$ cat src/rtl/otter_fetch_stage.sv
// Instruction-fetch stage of the pipelined OTTER RV32I core.
// Owns the PC, drives a 1-cycle-latency synchronous instruction memory and
// loads the IF/ID register. A skid register catches the word that arrives
// while decode is stalled. Any non-zero PC_SOURCE redirects fetch and squashes
// both the in-flight read and the IF/ID entry.
module otter_fetch_stage #(
    parameter logic [31:0] RESET_VECTOR = 32'h0000_0000
) (
    input  logic        CLK,
    input  logic        RST,
    input  logic [1:0]  PC_SOURCE,
    input  logic [31:0] JALR_TARGET,
    input  logic [31:0] BRANCH_TARGET,
    input  logic [31:0] JAL_TARGET,
    input  logic        STALL,
    output logic [31:0] IMEM_ADDR,
    output logic        IMEM_RD_EN,
    input  logic [31:0] IMEM_DATA,
    output logic [31:0] IF_ID_PC,
    output logic [31:0] IF_ID_PC_PLUS4,
    output logic [31:0] IF_ID_INSTR,
    output logic        IF_ID_VALID
);

    // p0: address being issued to instruction memory
    logic [31:0] r_pc_p0;

    // p1: read in flight, plus skid register for stalled data
    logic [31:0] r_f_pc_p1;
    logic        r_f_vld_p1;
    logic [31:0] r_hold_instr_p1;
    logic        r_hold_vld_p1;

    // p2: IF/ID register
    logic [31:0] r_ifid_pc_p2;
    logic [31:0] r_ifid_pc4_p2;
    logic [31:0] r_ifid_instr_p2;
    logic        r_ifid_vld_p2;

    logic        w_redirect;
    logic [31:0] w_target;
    logic [31:0] w_jalr_tgt;
    logic        w_capture;

    assign w_redirect = (PC_SOURCE != 2'd0);
    // jalr targets are halfword-aligned by the ISA: drop the low bit
    assign w_jalr_tgt = JALR_TARGET & ~32'h0000_0001;
    // Only the first stall cycle with a live read has the word on the bus
    assign w_capture  = STALL && r_f_vld_p1 && !r_hold_vld_p1;

    assign IMEM_ADDR      = r_pc_p0;
    assign IMEM_RD_EN     = !STALL && !RST;
    assign IF_ID_PC       = r_ifid_pc_p2;
    assign IF_ID_PC_PLUS4 = r_ifid_pc4_p2;
    assign IF_ID_INSTR    = r_ifid_instr_p2;
    assign IF_ID_VALID    = r_ifid_vld_p2;

    // Select the redirect target from the branch condition generator
    always_comb begin
        w_target = 32'h0000_0000;
        case (PC_SOURCE)
            2'd1:    w_target = w_jalr_tgt;
            2'd2:    w_target = BRANCH_TARGET;
            2'd3:    w_target = JAL_TARGET;
            default: w_target = 32'h0000_0000;
        endcase
    end

    // PC, valid bits and IF/ID register: redirect beats stall, stall freezes
    always_ff @(posedge CLK or posedge RST) begin
        if (RST) begin
            r_pc_p0         <= RESET_VECTOR;
            r_f_vld_p1      <= 1'b0;
            r_hold_vld_p1   <= 1'b0;
            r_ifid_pc_p2    <= 32'h0000_0000;
            r_ifid_pc4_p2   <= 32'h0000_0000;
            r_ifid_instr_p2 <= 32'h0000_0000;
            r_ifid_vld_p2   <= 1'b0;
        end else if (w_redirect) begin
            r_pc_p0       <= w_target;
            r_f_vld_p1    <= 1'b0;
            r_hold_vld_p1 <= 1'b0;
            r_ifid_vld_p2 <= 1'b0;
        end else if (!STALL) begin
            r_pc_p0         <= r_pc_p0 + 32'd4;
            r_f_vld_p1      <= 1'b1;
            r_ifid_pc_p2    <= r_f_pc_p1;
            r_ifid_pc4_p2   <= r_f_pc_p1 + 32'd4;
            r_ifid_instr_p2 <= r_hold_vld_p1 ? r_hold_instr_p1 : IMEM_DATA;
            r_ifid_vld_p2   <= r_f_vld_p1;
            r_hold_vld_p1   <= 1'b0;
        end else if (w_capture) begin
            r_hold_vld_p1 <= 1'b1;
        end
    end

    // In-flight address and skid data; qualified by their valid bits
    always_ff @(posedge CLK) begin
        if (!w_redirect) begin
            if (!STALL) begin
                r_f_pc_p1 <= r_pc_p0;
            end else if (w_capture) begin
                r_hold_instr_p1 <= IMEM_DATA;
            end
        end
    end

endmodule

$ cat config.mk
export PLATFORM = sky130hd
export DESIGN_NAME = otter_fetch_stage
export DESIGN_NICKNAME = d
export VERILOG_FILES = /design/src/rtl/otter_fetch_stage.sv
export SDC_FILE = /design/constraint.sdc
export NUM_CORES = 1
export LEC_CHECK = 0
export ABC_AREA = 1
export CAP_MARGIN = 0
export CORE_MARGIN = 2
export CORE_UTILIZATION = 48
export DETAILED_ROUTE_END_ITERATION = 10
export GPL_ROUTABILITY_DRIVEN = 0
export PLACE_DENSITY = 0.82
export SLEW_MARGIN = 10
export SYNTH_ARGS = -nofsm -noshare
export SYNTH_HDL_FRONTEND = slang
export SYNTH_SLANG_ARGS = --single-unit
export TNS_END_PERCENT = 50
$ cat constraint.sdc
create_clock -name CLK -period 4.9 [get_ports CLK]
set_input_delay 0.98 -clock CLK [delete_from_list [all_inputs] [get_ports CLK]]
set_output_delay 0.98 -clock CLK [all_outputs]
set_load 0.02 [all_outputs]
==> results of run 1 <==
[cell families (layout without fill, tap and decap cells)]
kind of cell             after synthesis  count (layout)  synth area share, %
flip-flops                           193             193                 56.4
AND/OR/NAND/NOR                      637             637                 29.3
multiplexers                           1               1                0.123
buffers and inverters                112             364                 5.31
adder cells (fa/ha/maj)                2               2                0.274
XOR/XNOR                               9               9                0.864
AO/OA/AOI/OAI                        119             119                 7.73
[how the worst max path moves through the flow]
stage / slack [ns] / depth (start not counted) / end
after floorplan: 0.48 / 1 / IF_ID_INSTR[0]
after global placement: 1.38 / 8 / r_hold_instr_p1[20]
after detailed placement: 1.35 / 8 / r_hold_instr_p1[21]
after CTS: 1.69 / 3 / IMEM_RD_EN
after global routing: 1.62 / 8 / r_hold_instr_p1[23]
final: 1.69 / 3 / IMEM_RD_EN
[area by class of cell]
type / count / area [sq um] / area share, %
inverter: 64 / 245 / 1.97
tap: 234 / 293 / 2.35
multi-input combinational: 768 / 3500 / 28.1
clock buffer: 18 / 429 / 3.45
clock inverter: 14 / 131 / 1.06
sequential: 193 / 5150 / 41.4
timing repair buffer: 268 / 2690 / 21.6
[sequential cells by signal, summed over array words and instances, names as in the netlist]
| register | cells |
|---|---|
| IF_ID_PC | 32 |
| r_f_pc_p1 | 32 |
| r_hold_instr_p1 | 32 |
| IF_ID_INSTR | 32 |
| IF_ID_PC_PLUS4 | 30 |
| IMEM_ADDR | 32 |
| IF_ID_VALID | 1 |
| r_f_vld_p1 | 1 |
| r_hold_vld_p1 | 1 |
[layer usage]
metal	vias to the layer above	track usage [%]	wire, um
li1	4014	-	-
met1	3804	31.9	10200
met2	389	41.2	11800
met3	49	7.29	2200
met4	0	10.4	660
met5	-	0	0
[report_power, final]
part	switching (mW)	internal, mW	total [mW]
clock network	0.613	0.708	1.32
logic	0.535	0.489	1.02
registers	0.146	1.85	1.99
total	1.29	3.04	4.34
[critical path: cells and delay by family]
family,cells,cell delay [ns]
and+or+nand+nor,1,0.14
buffers and inverters,2,1.10
[metrics by stage]
step	util (%)	instance area (sq um)	hold WS (ns)	instances	setup slack, ns
2_1_floorplan	-	9130	0.418	1073	0.479
3_3_place_gp	63.5	11900	0.423	1527	1.38
3_5_place_dp	63.5	11900	0.430	1527	1.35
4_1_cts	66.5	12400	0.448	1559	1.69
5_1_grt	66.5	12400	0.489	1559	1.62
6_report	66.5	12400	0.444	1559	1.69
[layout by cell type (no fill, tap or decap), types with 3 or more instances in the layout]
cell type | Yosys | layout
nor2_4 | 5 | 5
nand3_1 | 69 | 69
o21ai_0 | 40 | 40
nand4_1 | 23 | 23
o211ai_1 | 3 | 3
nand2_2 | 5 | 5
a21oi_1 | 12 | 12
clkdlybuf4s50_1 | 0 | 261
nor3_1 | 6 | 5
xor2_1 | 8 | 8
nand3b_1 | 6 | 6
buf_4 | 7 | 5
o21ai_1 | 4 | 4
inv_6 | 0 | 5
nor2_1 | 116 | 116
a31oi_1 | 41 | 41
clkbuf_16 | 0 | 17
a211oi_1 | 9 | 9
nand2_1 | 396 | 396
inv_1 | 61 | 60
nor2_2 | 6 | 6
edfxtp_1 | 64 | 64
clkinvlp_4 | 0 | 4
dfrtp_1 | 129 | 129
==> results.cfg, run 1 <==
[status]
outcome = finished clean

[worst_setup_path]
timing.rr.start = r_hold_vld_p1
crit_path_start = RST
crit_path_end_kind = output port
r2r-end = IF_ID_INSTR[18]
start_kind = input pin
rr_worst_depth = 3
slowest_delay_ns = 0.63
path_cells = clkdlybuf4s50_1 > nor2_1 > clkdlybuf4s50_1
cpMaxStageDelayCell = clkdlybuf4s50_1
crit_path_max_fanout = 2
regToRegSetupSlack_ns = 2.49
cp.arrival_ns = 2.23
worstPathRequired_ns = 3.92
critPathKind = input pin to output port
path_common_cell = clkdlybuf4s50_1

[sta]
slew_violations = 0
fin_crit_ns = 3.21
max_clock_freq_mhz = 312
rsz0062_at_grt = false
maxSlewHeadroom_pct = 24.8
fin_worst_skew_ns = 0.00937
finalHoldViolCount = 0
setup_viol = 0
period_share_pct = 65.5
setup_tns_ns = 0
worst_pin_slew_ns = 1.13

[global_route]
grt_pass1_vias = 8074
overflow = 0
antenna_found_initial = 0
grt_usage_pct = 25.3
grt_max_degree = 89
grt_pass1_wl_mm = 40.0

[routing]
drt-total-wl_mm = 24.8
drt_iter0_drc = 553
vias = 8256
vias_per_cell = 5.30
ant_nets = 0
drc_errors = 0
wire_per_inst_um = 15.9
first_pass_iters = 6

[yosys]
synth_area_sq_um = 9130
ys_top_cells_by_area = dfrtp_1, edfxtp_1, nand2_1
yosysTopAreaCellShare_pct = 35.4
netlist_instances = 1073
synth_area_leader_cell = dfrtp_1
synth_ff_type = dfrtp_1
yosysWarnings = 0
syn-num-nets = 1208
synth_common_cells = nand2_1, dfrtp_1, nor2_1, nand3_1, edfxtp_1
yosysUniqueCellTypes = 41
yosysMostFrequentCell = nand2_1
synth_edf_count = 64
synth-async-reset-ratio_pct = 66.8
syn_area_per_cell_sq_um = 8.50
yosys_register_bits = 193
ys_seq_area_share_pct = 56.4

[die]
core_area_sq_um = 18700
num_rows = 50
pin_count = 263
die_y_um = 142
initial_core_util_pct = 48.8
die_area_sq_um = 20100
die_x_um = 142

[clock_network]
cts_hold_buf = 0
tritoncts = done
worstSkewPairLatency_ns = 0.43
clkTransAtPathRegs_ns = 0.07
clk_path_buf_depth = 2
post-cts-setup-buffers = 0
cts_resized = 0
cts.sinks = 193
cts_root_buffer = clkbuf_16
htree_levels = 4
cts_buffers = 17

[final_layout]
fillers = 1502
drive_gt1_share_pct = 4.83
n_antenna_cell = 0
nets = 1447
syn2layout_area_growth_pct = 36.3

[pwr]
ir_worst_vdd_uv = 220
total_power_mw = 4.34
power.leakage_nw = 5.23
power_density_nw_per_um2 = 349

[hold_path]
holdCritPathClass = flop to flop
hold_depth = 2
whs_endpoint = IF_ID_PC[0]
hold_start = r_f_pc_p1[0]

[place]
dp_hpwl_mm = 18.2
io_buffers = 261

[flow_run]
max_cap_viol_count = 0
Power figures use the tool's default switching activity.
==> inputs of run 2 (changes only) <==
==> constraint.sdc (replaced) <==
create_clock -name CLK -period 3.3 [get_ports CLK]
set_input_delay 0.66 -clock CLK [delete_from_list [all_inputs] [get_ports CLK]]
set_output_delay 0.66 -clock CLK [all_outputs]
set_load 0.02 [all_outputs]
==> results.cfg, run 2 (synthesis gave the netlist of run 1 again) <==
[final_layout]
nets = 1453
syn2layout_area_growth_pct = 37.3
final_area_sq_um = 12500
final_cell_mix = nand2_1, clkdlybuf4s50_1, dfrtp_1
layout_commonest_cell = nand2_1
post-route-util_pct = 67.0
stdcell_count = 1565
n_antenna_cell = 0
drive_gt1_share_pct = 5.11

[sta]
finalHoldViolCount = 0
maxSlewHeadroom_pct = 30.0
slew_violations = 0
worst_pin_slew_ns = 1.05
period_share_pct = 76.1
fin_worst_skew_ns = 0.0115
fin_crit_ns = 2.51
max_clock_freq_mhz = 398
setup_tns_ns = 0
worst_slack_ns = 0.790
setup_viol = 0
whs_ns = 0.447
rsz0062_at_grt = false

[routing]
first_pass_iters = 5
drt-total-wl_mm = 25.4
vias_per_cell = 5.27
drt_iter0_drc = 605
ant_nets = 0
drc_errors = 0
wire_per_inst_um = 16.2
vias = 8242

[die]
num_rows = 50
die_y_um = 142
initial_core_util_pct = 48.8
pin_count = 263
die_area_sq_um = 20100
die_x_um = 142
core_area_sq_um = 18700

[pwr]
power_density_nw_per_um2 = 517
ir_worst_vdd_uv = 355
power.leakage_nw = 5.27
total_power_mw = 6.48

[worst_setup_path]
crit_path_max_fanout = 2
worstPathRequired_ns = 2.64
start_kind = input pin
crit_path_start = RST
crit_path_end_kind = output port
timing.rr.start = r_hold_vld_p1
critPathKind = input pin to output port
cp.arrival_ns = 1.85

[clock_network]
tritoncts = done
htree_levels = 4
cts_hold_buf = 0
cts_resized = 0
cts.sinks = 193
clk_path_buf_depth = 2
post-cts-setup-buffers = 0
cts_buffers = 17
clkTransAtPathRegs_ns = 0.07
worstSkewPairLatency_ns = 0.43
cts_root_buffer = clkbuf_16

[global_route]
grt_pass1_wl_mm = 40.3
overflow = 0
antenna_found_initial = 0
grt_usage_pct = 25.8
grt_pass1_vias = 7865
grt_max_degree = 130

[place]
io_buffers = 261
dp_hpwl_mm = 18.5
placed_cell_area_sq_um = 12000
dp_cells = 1533
preCtsSetupSlack_ns = 0.447

[status]
outcome = finished clean

[hold_path]
hold_start = r_f_pc_p1[1]
holdCritPathClass = flop to flop

[flow_run]
max_cap_viol_count = 0
-- run 2: power breakdown --
| group | switching [mW] | total, mW | internal (mW) |
|---|---|---|---|
| Clock | 0.903 | 1.99 | 1.08 |
| Sequential | 0.220 | 2.96 | 2.74 |
| Combinational | 0.800 | 1.53 | 0.734 |
-- run 2: worst max-delay path: stages --
cell	delay (ns)
clkdlybuf4s50_1	0.46
nor2_1	0.12
clkdlybuf4s50_1	0.62
-- run 2: area by class of cell --
type                    count  area [sq um]
well taps                 234           293
flip-flops and latches    193          5150
fillers                  1499          6180
repair buffers            274          2770
inverters                  64           246
multi-input cells         768          3500
clock inverters            12           110
clock buffers              20           457
-- run 2: worst paths after layout --
check / to / slack (ns) / cells after the start
max in group asynchronous: IF_ID_PC[27] / 1.95 / 3
max: IMEM_RD_EN / 0.79 / 3
min: IF_ID_PC[1] / 0.45 / 2
min reg2reg: IF_ID_PC[1] / 0.45 / 2
min in group asynchronous: IMEM_ADDR[2] / 0.81 / 3
max reg2reg: IF_ID_INSTR[30] / 1.35 / 4
-- run 2: metal layers --
metal,wire length [um],vias to the layer above,global-route usage (%)
met5,0,-,0
met4,589,0,9.47
met3,2140,41,6.38
met2,12300,382,42.6
met1,10400,3795,33.0
li1,-,4024,-
